==> config.mk <==
export PLATFORM = sky130hd
export DESIGN_NAME = stage_mem_wb_pipe_flat
export DESIGN_NICKNAME = d
export VERILOG_FILES = /design/src/rtl/stage_mem_wb_pipe_pkg.sv /design/src/rtl/stage_mem_wb_pipe_if.sv /design/src/rtl/stage_mem_wb_pipe_dmem_array.sv /design/src/rtl/stage_mem_wb_pipe.sv /design/src/flat_wrapper.sv
export SDC_FILE = /design/constraint.sdc
export NUM_CORES = 2
export LEC_CHECK = 0
export ABC_CLOCK_PERIOD_IN_PS = 6800
export CORE_MARGIN = 4
export CORE_UTILIZATION = 45
export DETAILED_ROUTE_END_ITERATION = 12
export PLACE_DENSITY_LB_ADDON = 0.3
export SYNTH_ARGS = -nofsm -noshare
export SYNTH_HDL_FRONTEND = slang
export SYNTH_SLANG_ARGS = --single-unit
==> constraint.sdc <==
create_clock -name clk -period 6.8 [get_ports clk]
set_input_delay 2.04 -clock clk [delete_from_list [all_inputs] [get_ports clk]]
set_output_delay 2.04 -clock clk [all_outputs]
set_load 0.02 [all_outputs]
==> src/rtl/stage_mem_wb_pipe_pkg.sv <==
// Shared types and constants for the memory stage with built-in MEM/WB register.
package stage_mem_pkg;

    // Largest supported number of wait states per load/store.
    localparam int MAX_MEM_LAT = 15;

    // Stage FSM: IDLE accepts a new instruction, BUSY counts wait states.
    typedef enum logic {
        IDLE = 1'b0,
        BUSY = 1'b1
    } state_t;

    // Ceiling log2, usable in constant expressions.
    function automatic int clog2(input int value);
        int r;
        r = 0;
        for (int i = 0; i < 31; i++) begin
            if ((1 << i) < value) r = i + 1;
        end
        return r;
    endfunction

    // Width of the wait-state counter (holds 0..MAX_MEM_LAT).
    localparam int CNT_W = clog2(MAX_MEM_LAT + 1);

endpackage

==> src/rtl/stage_mem_wb_pipe_if.sv <==
// Bundle of EX/MEM-side inputs and MEM/WB-side outputs of the memory stage.
//
// Handshake: the upstream stage presents an instruction with valid_MEM=1 and
// must hold every *_MEM field (and valid_MEM) stable for as long as stall_MEM
// is 1; the instruction is taken on the first rising edge where stall_MEM=0.
// valid_WB marks a one-cycle result in the WB register; there is no
// back-pressure from writeback. flush squashes whatever is in the stage.
interface stage_mem_wb_pipe_if #(
    parameter int DATA_W = 8,
    parameter int RD_W   = 3
);
    import stage_mem_pkg::*;

    logic              flush;
    logic              valid_MEM;
    logic              MemRead_MEM;
    logic              MemWrite_MEM;
    logic              ResultSrc_MEM;
    logic              RegWrite_MEM;
    logic [RD_W-1:0]   rd_MEM;
    logic [DATA_W-1:0] alu_result_MEM;
    logic [DATA_W-1:0] write_data_MEM;

    logic              stall_MEM;
    logic              valid_WB;
    logic [DATA_W-1:0] mem_data_WB;
    logic [DATA_W-1:0] alu_result_WB;
    logic              ResultSrc_WB;
    logic              RegWrite_WB;
    logic [RD_W-1:0]   rd_WB;
    logic              addr_fault_WB;

    // FSM state, exported for debug and checkers.
    state_t            state_dbg;

    modport master (
        output flush, valid_MEM, MemRead_MEM, MemWrite_MEM, ResultSrc_MEM,
               RegWrite_MEM, rd_MEM, alu_result_MEM, write_data_MEM,
        input  stall_MEM, valid_WB, mem_data_WB, alu_result_WB, ResultSrc_WB,
               RegWrite_WB, rd_WB, addr_fault_WB, state_dbg
    );

    modport slave (
        input  flush, valid_MEM, MemRead_MEM, MemWrite_MEM, ResultSrc_MEM,
               RegWrite_MEM, rd_MEM, alu_result_MEM, write_data_MEM,
        output stall_MEM, valid_WB, mem_data_WB, alu_result_WB, ResultSrc_WB,
               RegWrite_WB, rd_WB, addr_fault_WB, state_dbg
    );

endinterface

==> src/rtl/stage_mem_wb_pipe_dmem_array.sv <==
// Data memory: DEPTH x DATA_W, synchronous write, asynchronous read,
// synchronous active-low clear of every word.
module dmem_array #(
    parameter int DATA_W = 8,
    parameter int DEPTH  = 256,
    parameter int ADDR_W = 8
) (
    input  logic              clk,
    input  logic              rst_n,
    input  logic              we_i,
    input  logic [ADDR_W-1:0] addr_i,
    input  logic [DATA_W-1:0] wdata_i,
    output logic [DATA_W-1:0] rdata_o
);

    logic [DATA_W-1:0] mem_q [DEPTH];

    // Clear all words on reset, otherwise write one word when enabled.
    always_ff @(posedge clk) begin
        if (!rst_n) begin
            for (int i = 0; i < DEPTH; i++) begin
                mem_q[i] <= '0;
            end
        end else if (we_i) begin
            mem_q[addr_i] <= wdata_i;
        end
    end

    assign rdata_o = mem_q[addr_i];

endmodule

==> src/rtl/stage_mem_wb_pipe.sv <==
// Memory stage with integrated MEM/WB register. Loads and stores spend
// MEM_LAT wait states in BUSY while upstream is stalled; non-memory ops
// pass straight into the WB register. Out-of-range or read+write requests
// are flagged as faults and never touch the array.
module stage_mem_wb_pipe
    import stage_mem_pkg::*;
#(
    parameter int DATA_W  = 8,
    parameter int RD_W    = 3,
    parameter int DEPTH   = 256,
    parameter int MEM_LAT = 2
) (
    input  logic             clk,
    input  logic             reset,
    stage_mem_wb_pipe_if.slave bus
);

    localparam int             ADDR_W   = clog2(DEPTH);
    localparam logic [CNT_W-1:0] LAT_C  = CNT_W'(MEM_LAT);
    localparam bit             HAS_WAIT = (MEM_LAT > 0);

    // Inputs from the EX/MEM side.
    logic              in_flush;
    logic              in_valid;
    logic              in_read;
    logic              in_write;
    logic              in_rsrc;
    logic              in_regwrite;
    logic [RD_W-1:0]   in_rd;
    logic [DATA_W-1:0] in_alu;
    logic [DATA_W-1:0] in_wdata;

    assign in_flush    = bus.flush;
    assign in_valid    = bus.valid_MEM;
    assign in_read     = bus.MemRead_MEM;
    assign in_write    = bus.MemWrite_MEM;
    assign in_rsrc     = bus.ResultSrc_MEM;
    assign in_regwrite = bus.RegWrite_MEM;
    assign in_rd       = bus.rd_MEM;
    assign in_alu      = bus.alu_result_MEM;
    assign in_wdata    = bus.write_data_MEM;

    // FSM and wait-state counter.
    state_t            state_q, state_d;
    logic [CNT_W-1:0]  cnt_q, cnt_d;
    logic              accept;
    logic              complete;
    logic              stall_raw;

    // Request latched at accept time, used while BUSY.
    logic              req_read_q;
    logic              req_write_q;
    logic              req_rsrc_q;
    logic              req_regwrite_q;
    logic [RD_W-1:0]   req_rd_q;
    logic [DATA_W-1:0] req_alu_q;
    logic [DATA_W-1:0] req_wdata_q;

    // Instruction currently being worked on: live inputs in IDLE, latched in BUSY.
    logic              cur_read;
    logic              cur_write;
    logic              cur_rsrc;
    logic              cur_regwrite;
    logic [RD_W-1:0]   cur_rd;
    logic [DATA_W-1:0] cur_alu;
    logic [DATA_W-1:0] cur_wdata;
    logic              cur_memop;
    logic              cur_fault;

    // Data memory port.
    logic              mem_we;
    logic [ADDR_W-1:0] mem_addr;
    logic [DATA_W-1:0] mem_rdata;

    // WB register.
    logic              valid_wb_q, valid_wb_d;
    logic [DATA_W-1:0] mem_data_wb_q, mem_data_wb_d;
    logic [DATA_W-1:0] alu_wb_q, alu_wb_d;
    logic              rsrc_wb_q, rsrc_wb_d;
    logic              regwrite_wb_q, regwrite_wb_d;
    logic [RD_W-1:0]   rd_wb_q, rd_wb_d;
    logic              fault_wb_q, fault_wb_d;

    // Select the active instruction fields.
    always_comb begin
        cur_read     = in_read;
        cur_write    = in_write;
        cur_rsrc     = in_rsrc;
        cur_regwrite = in_regwrite;
        cur_rd       = in_rd;
        cur_alu      = in_alu;
        cur_wdata    = in_wdata;
        if (state_q == BUSY) begin
            cur_read     = req_read_q;
            cur_write    = req_write_q;
            cur_rsrc     = req_rsrc_q;
            cur_regwrite = req_regwrite_q;
            cur_rd       = req_rd_q;
            cur_alu      = req_alu_q;
            cur_wdata    = req_wdata_q;
        end
    end

    // A fault is only meaningful for memory accesses.
    assign cur_memop = cur_read | cur_write;
    assign cur_fault = cur_memop &
                       (((cur_alu >> ADDR_W) != '0) | (cur_read & cur_write));
    assign mem_addr  = cur_alu[ADDR_W-1:0];

    // Next-state logic: accept, count wait states, complete; flush wins.
    always_comb begin
        state_d   = state_q;
        cnt_d     = cnt_q;
        accept    = 1'b0;
        complete  = 1'b0;
        stall_raw = 1'b0;
        if (in_flush) begin
            state_d = IDLE;
            cnt_d   = '0;
        end else begin
            case (state_q)
                IDLE: begin
                    if (in_valid) begin
                        if ((in_read | in_write) && HAS_WAIT) begin
                            accept    = 1'b1;
                            stall_raw = 1'b1;
                            state_d   = BUSY;
                            cnt_d     = CNT_W'(1);
                        end else begin
                            complete = 1'b1;
                        end
                    end
                end
                BUSY: begin
                    if (cnt_q == LAT_C) begin
                        complete = 1'b1;
                        state_d  = IDLE;
                        cnt_d    = '0;
                    end else begin
                        stall_raw = 1'b1;
                        cnt_d     = cnt_q + 1'b1;
                    end
                end
                default: begin
                    state_d = IDLE;
                    cnt_d   = '0;
                end
            endcase
        end
    end

    // Stores write only on their completion edge and never when faulting.
    assign mem_we = complete & cur_write & ~cur_fault;

    // WB register next value; fields other than valid hold when nothing completes.
    always_comb begin
        valid_wb_d    = 1'b0;
        mem_data_wb_d = mem_data_wb_q;
        alu_wb_d      = alu_wb_q;
        rsrc_wb_d     = rsrc_wb_q;
        regwrite_wb_d = regwrite_wb_q;
        rd_wb_d       = rd_wb_q;
        fault_wb_d    = fault_wb_q;
        if (complete) begin
            valid_wb_d    = 1'b1;
            mem_data_wb_d = (cur_read && !cur_fault) ? mem_rdata : '0;
            alu_wb_d      = cur_alu;
            rsrc_wb_d     = cur_rsrc;
            regwrite_wb_d = cur_regwrite & ~cur_fault;
            rd_wb_d       = cur_rd;
            fault_wb_d    = cur_fault;
        end
    end

    // State and counter registers.
    always_ff @(posedge clk) begin
        if (!reset) begin
            state_q <= IDLE;
            cnt_q   <= '0;
        end else begin
            state_q <= state_d;
            cnt_q   <= cnt_d;
        end
    end

    // Capture the request when a multi-cycle access is accepted.
    always_ff @(posedge clk) begin
        if (!reset) begin
            req_read_q     <= 1'b0;
            req_write_q    <= 1'b0;
            req_rsrc_q     <= 1'b0;
            req_regwrite_q <= 1'b0;
            req_rd_q       <= '0;
            req_alu_q      <= '0;
            req_wdata_q    <= '0;
        end else if (accept) begin
            req_read_q     <= in_read;
            req_write_q    <= in_write;
            req_rsrc_q     <= in_rsrc;
            req_regwrite_q <= in_regwrite;
            req_rd_q       <= in_rd;
            req_alu_q      <= in_alu;
            req_wdata_q    <= in_wdata;
        end
    end

    // MEM/WB pipeline register.
    always_ff @(posedge clk) begin
        if (!reset) begin
            valid_wb_q    <= 1'b0;
            mem_data_wb_q <= '0;
            alu_wb_q      <= '0;
            rsrc_wb_q     <= 1'b0;
            regwrite_wb_q <= 1'b0;
            rd_wb_q       <= '0;
            fault_wb_q    <= 1'b0;
        end else begin
            valid_wb_q    <= valid_wb_d;
            mem_data_wb_q <= mem_data_wb_d;
            alu_wb_q      <= alu_wb_d;
            rsrc_wb_q     <= rsrc_wb_d;
            regwrite_wb_q <= regwrite_wb_d;
            rd_wb_q       <= rd_wb_d;
            fault_wb_q    <= fault_wb_d;
        end
    end

    dmem_array #(
        .DATA_W (DATA_W),
        .DEPTH  (DEPTH),
        .ADDR_W (ADDR_W)
    ) u_dmem (
        .clk     (clk),
        .rst_n   (reset),
        .we_i    (mem_we),
        .addr_i  (mem_addr),
        .wdata_i (cur_wdata),
        .rdata_o (mem_rdata)
    );

    // Stall is suppressed while reset is asserted; flush already clears it.
    assign bus.stall_MEM     = stall_raw & reset;
    assign bus.valid_WB      = valid_wb_q;
    assign bus.mem_data_WB   = mem_data_wb_q;
    assign bus.alu_result_WB = alu_wb_q;
    assign bus.ResultSrc_WB  = rsrc_wb_q;
    assign bus.RegWrite_WB   = regwrite_wb_q;
    assign bus.rd_WB         = rd_wb_q;
    assign bus.addr_fault_WB = fault_wb_q;
    assign bus.state_dbg     = state_q;

endmodule
==> src/flat_wrapper.sv <==
// flat-port wrapper written by rule: the top's interface ports become plain ports
module stage_mem_wb_pipe_flat import stage_mem_pkg::*;
#(
    parameter int DATA_W  = 8,
    parameter int RD_W    = 3,
    parameter int DEPTH   = 256,
    parameter int MEM_LAT = 2
)
  (clk, reset, bus_flush, bus_valid_MEM, bus_MemRead_MEM, bus_MemWrite_MEM, bus_ResultSrc_MEM, bus_RegWrite_MEM, bus_rd_MEM, bus_alu_result_MEM, bus_write_data_MEM, bus_stall_MEM, bus_valid_WB, bus_mem_data_WB, bus_alu_result_WB, bus_ResultSrc_WB, bus_RegWrite_WB, bus_rd_WB, bus_addr_fault_WB, bus_state_dbg);
  stage_mem_wb_pipe_if #(.DATA_W(DATA_W), .RD_W(RD_W)) bus_i ();
  input  logic clk;
  input  logic reset;
  input wire logic [$bits(bus_i.flush)-1:0] bus_flush;
  input wire logic [$bits(bus_i.valid_MEM)-1:0] bus_valid_MEM;
  input wire logic [$bits(bus_i.MemRead_MEM)-1:0] bus_MemRead_MEM;
  input wire logic [$bits(bus_i.MemWrite_MEM)-1:0] bus_MemWrite_MEM;
  input wire logic [$bits(bus_i.ResultSrc_MEM)-1:0] bus_ResultSrc_MEM;
  input wire logic [$bits(bus_i.RegWrite_MEM)-1:0] bus_RegWrite_MEM;
  input wire logic [$bits(bus_i.rd_MEM)-1:0] bus_rd_MEM;
  input wire logic [$bits(bus_i.alu_result_MEM)-1:0] bus_alu_result_MEM;
  input wire logic [$bits(bus_i.write_data_MEM)-1:0] bus_write_data_MEM;
  output wire logic [$bits(bus_i.stall_MEM)-1:0] bus_stall_MEM;
  output wire logic [$bits(bus_i.valid_WB)-1:0] bus_valid_WB;
  output wire logic [$bits(bus_i.mem_data_WB)-1:0] bus_mem_data_WB;
  output wire logic [$bits(bus_i.alu_result_WB)-1:0] bus_alu_result_WB;
  output wire logic [$bits(bus_i.ResultSrc_WB)-1:0] bus_ResultSrc_WB;
  output wire logic [$bits(bus_i.RegWrite_WB)-1:0] bus_RegWrite_WB;
  output wire logic [$bits(bus_i.rd_WB)-1:0] bus_rd_WB;
  output wire logic [$bits(bus_i.addr_fault_WB)-1:0] bus_addr_fault_WB;
  output wire logic [$bits(bus_i.state_dbg)-1:0] bus_state_dbg;
  assign bus_i.flush = bus_flush;
  assign bus_i.valid_MEM = bus_valid_MEM;
  assign bus_i.MemRead_MEM = bus_MemRead_MEM;
  assign bus_i.MemWrite_MEM = bus_MemWrite_MEM;
  assign bus_i.ResultSrc_MEM = bus_ResultSrc_MEM;
  assign bus_i.RegWrite_MEM = bus_RegWrite_MEM;
  assign bus_i.rd_MEM = bus_rd_MEM;
  assign bus_i.alu_result_MEM = bus_alu_result_MEM;
  assign bus_i.write_data_MEM = bus_write_data_MEM;
  assign bus_stall_MEM = bus_i.stall_MEM;
  assign bus_valid_WB = bus_i.valid_WB;
  assign bus_mem_data_WB = bus_i.mem_data_WB;
  assign bus_alu_result_WB = bus_i.alu_result_WB;
  assign bus_ResultSrc_WB = bus_i.ResultSrc_WB;
  assign bus_RegWrite_WB = bus_i.RegWrite_WB;
  assign bus_rd_WB = bus_i.rd_WB;
  assign bus_addr_fault_WB = bus_i.addr_fault_WB;
  assign bus_state_dbg = bus_i.state_dbg;
  stage_mem_wb_pipe #(.DATA_W(DATA_W), .RD_W(RD_W), .DEPTH(DEPTH), .MEM_LAT(MEM_LAT)) u_core (.clk(clk), .reset(reset), .bus(bus_i));
endmodule
==> summary.txt <==
largest net degree at the start of global routing - 127
Slew Limit Fails - 0
total track usage - 27.7%
Slowest-stage cell, CP - clkdlybuf4s50_1
Clock Latency Late Sink - 0.88 ns
crit path launch type - input pin
highest clock rate - 0.165 GHz
Final min period - 6.05 ns
Syn Std Cell Area - 93400 um^2
CTS Root Cell - clkbuf_16
Die ar. - 215000 um^2
layout cells sized above 1 - 9.22%
largest vdd supply drop - 0.222 mV
first-pass GRT wire length - 444000 um
Int Power - 22.0 mW
Avg Inst Size Synth - 11.2 um^2
CP Data Arrival Time - 4.01 ns
CP Capture Type - output pin
status - completed
# nets final - 8247
Post-synth EDFFs - 2048
distinct cell type count after synthesis - 66
CTS tree - built
max-cap violations - 0
setup violators final - 0
Die Span Y - 464 um
R2R Setup Slk - 1.95 ns
Lkg Pwr - 37.6 nW
pwr/cell area - 280 nW/um^2
Critical Path Start - bus_MemRead_MEM
synthesis-stage register bit count - 2099
Seq/Total Area, Yosys - 66.9%
worst reg2reg path depth - 11
most common cell after layout, fill and taps aside - nor2_1
Max Buffers Root-to-Sink - 3
1st-iter DRT viols - 10.8k
final wirelength - 305000 um
async set-reset flop share out of synthesis - 0%
initial antenna violation count - 14
synth warn - 0
final hold viol count - 0
final setup TNS - 0 ns
via density per instance - 6.14
most used cell, CP - clkdlybuf4s50_1
worst hold path depth - 2
Die X - 464 um
post-cts sizing count - 0
via count - 68.1k
setup repair bufs after CTS - 0
CP delay by family, top - buffers and inverters
Mapped Nets - 8359
Initial Utilization - 45.4%
sequential power share - 50.4%
NetSw - 7.34 mW
residual DRC count - 0
Placed Area - 97700 um^2
switching share of power - 25.0%
Gate power share - 9.6%
Detailed Routing Iterations Pass 1 - 9
routability cong. - 0.924
vias in the first global route - 64.4k
I/O Pins - 52
Final period util - 88.9%
Slew headroom - 2.61%
worst-path cell chain - clkdlybuf4s50_1 -> o21ai_0 -> nor2b_1 -> nor3_1 -> clkdlybuf4s50_1
RSZ-0062 raised after global routing - false
CP Class - input pin to output pin
port bufs - 51
Clock power frac - 40.0%
GRT overflow - 0
clk_skew - 0.0521 ns
critical path depth in cells - 5
CP max stage delay - 0.56 ns
reg2reg end - u_core.bus.mem_data_WB[3]
antenna-violating nets left - 0
Worst Tran Pin Value - 1.45 ns
CTS Buf Count - 213
H-Tree Depth - 4
Synth Flop Type - edfxtp_1
hold_buf cts - 0
most frequent cells in the layout - nor2_1, edfxtp_1, nand2_1
Setup crit end - bus_stall_MEM
standard-cell row count - 166
area delta synth->final - 11.9%
Worst-path clk slew - 0.06 ns
crit path max fanout - 6
Synth Instances - 8330
wire length per cell - 27.5 um
Filler cells - 17.8k
clock sink count - 2099
Worst Path Required - 4.76 ns
hpwl dp - 192000 um
Fin Hold WS - 0.463 ns
Hold Path Class - flop to flop
r2r startpoint - u_core.bus.state_dbg
count of buffer and inverter cells on the critical path - 2
final instance area - 105000 um^2
core outline area - 206000 um^2
==> area by class of cell <==
class	instances	area [um^2]	share of cell area (%)
antenna	5	12.5	0.0120
clock buffer	262	5570	5.32
clock inverter	131	1300	1.25
inverter	4	15.0	0.0144
multi-input combinational	5585	28400	27.1
sequential	2099	62500	59.8
tap	2688	3360	3.22
timing repair buffer	315	3370	3.23
==> worst register-to-register path: stages (launching register included) <==
cell	delay [ns]
dfxtp_4	0.82
mux2i_4	0.85
buf_12	0.28
buf_12	0.23
mux4_2	0.55
and2_1	0.18
o31ai_1	0.69
buf_4	0.25
nand4_1	0.31
nor4_1	0.34
buf_4	0.17
a32o_1	0.14
==> metrics by stage <==
stage               total power [mW]  cells  utilization, %  worst slack (ns)
finish                          29.3  11100            50.8             0.753
global route                    30.0  11100            50.8             0.669
CTS                             29.3  11100            50.8             0.748
detailed placement              17.8  10700            47.5             0.557
global placement                17.7  10700            47.5             0.564
floorplan                       16.5   8330               -              1.78
==> routing by layer <==
layer  GRT usage, %  vias to the layer above  part of all wire (%)
met5              0                        -                 0.018
li1               -                    29000                     -
met4           13.8                        8                   5.8
met3           6.65                      798                    12
met1           37.5                    33700                    37
met2           42.1                     4616                    45
==> worst min-delay path by stage <==
stage                     slack [ns]                    end             startpoint
after floorplan                 0.44        u_core.cnt_q[3]        u_core.cnt_q[3]
after global placement          0.45     u_core.req_rd_q[1]     u_core.req_rd_q[1]
after detailed placement        0.46  u_core.req_regwrite_q  u_core.req_regwrite_q
after CTS                       0.47  u_core.req_regwrite_q  u_core.req_regwrite_q
after global routing            0.49     u_core.req_rd_q[1]     u_core.req_rd_q[1]
final                           0.46     u_core.req_rd_q[1]     u_core.req_rd_q[1]
==> flip-flops by register name (all words and copies together), names as in the netlist, 3 cells and up <==
name / flops
u_core.bus.alu_result_WB: 8
u_core.cnt_q: 4
u_core.req_rd_q: 3
u_core.req_wdata_q: 8
u_core.bus.rd_WB: 3
u_core.req_alu_q: 8
u_core.u_dmem.mem_q: 2048
u_core.bus.mem_data_WB: 8
==> synth_stat cells, drive strengths merged, types with 7 or more instances <==
cell type,count,area share (%)
o31a,10,0.094
clkbuf,370,1.5
a31oi,22,0.15
o21ai,19,0.10
nor3,13,0.070
a311o,30,0.32
mux2i,214,2.3
nand3,642,3.4
a21oi,163,0.87
buf,272,1.6
edfxtp,2048,66
dfxtp,51,1.1
o31ai,30,0.24
and3,64,0.43
o41ai,7,0.074
a21boi,24,0.19
a22oi,28,0.22
a311oi,62,0.58
a22o,7,0.066
nor4,7,0.047
o211a,12,0.13
nand2,1856,7.5
and2,14,0.094
a222oi,11,0.12
a32oi,9,0.084
nor2,2098,8.4
nand4,21,0.14
mux4,153,3.7
==> cells by family after synthesis <==
group / count (synthesis) / synth area share, %
mux: 371 / 6.05
compound gates: 469 / 3.55
simple gates: 4743 / 20.3
flops: 2099 / 66.9
fa+ha+maj: 2 / 0.0268
buf+inv: 646 / 3.12
==> power by group through the flow <==
stage                     combinational, mW  sequential, mW  clock [mW]
after global routing                   2.91            14.8        12.3
after floorplan                        1.58            15.0           0
after detailed placement               2.73            15.0           0
final                                  2.81            14.8        11.7
after global placement                 2.71            15.0           0
after CTS                              2.75            14.8        11.8
(Power assumes the default switching activity.)
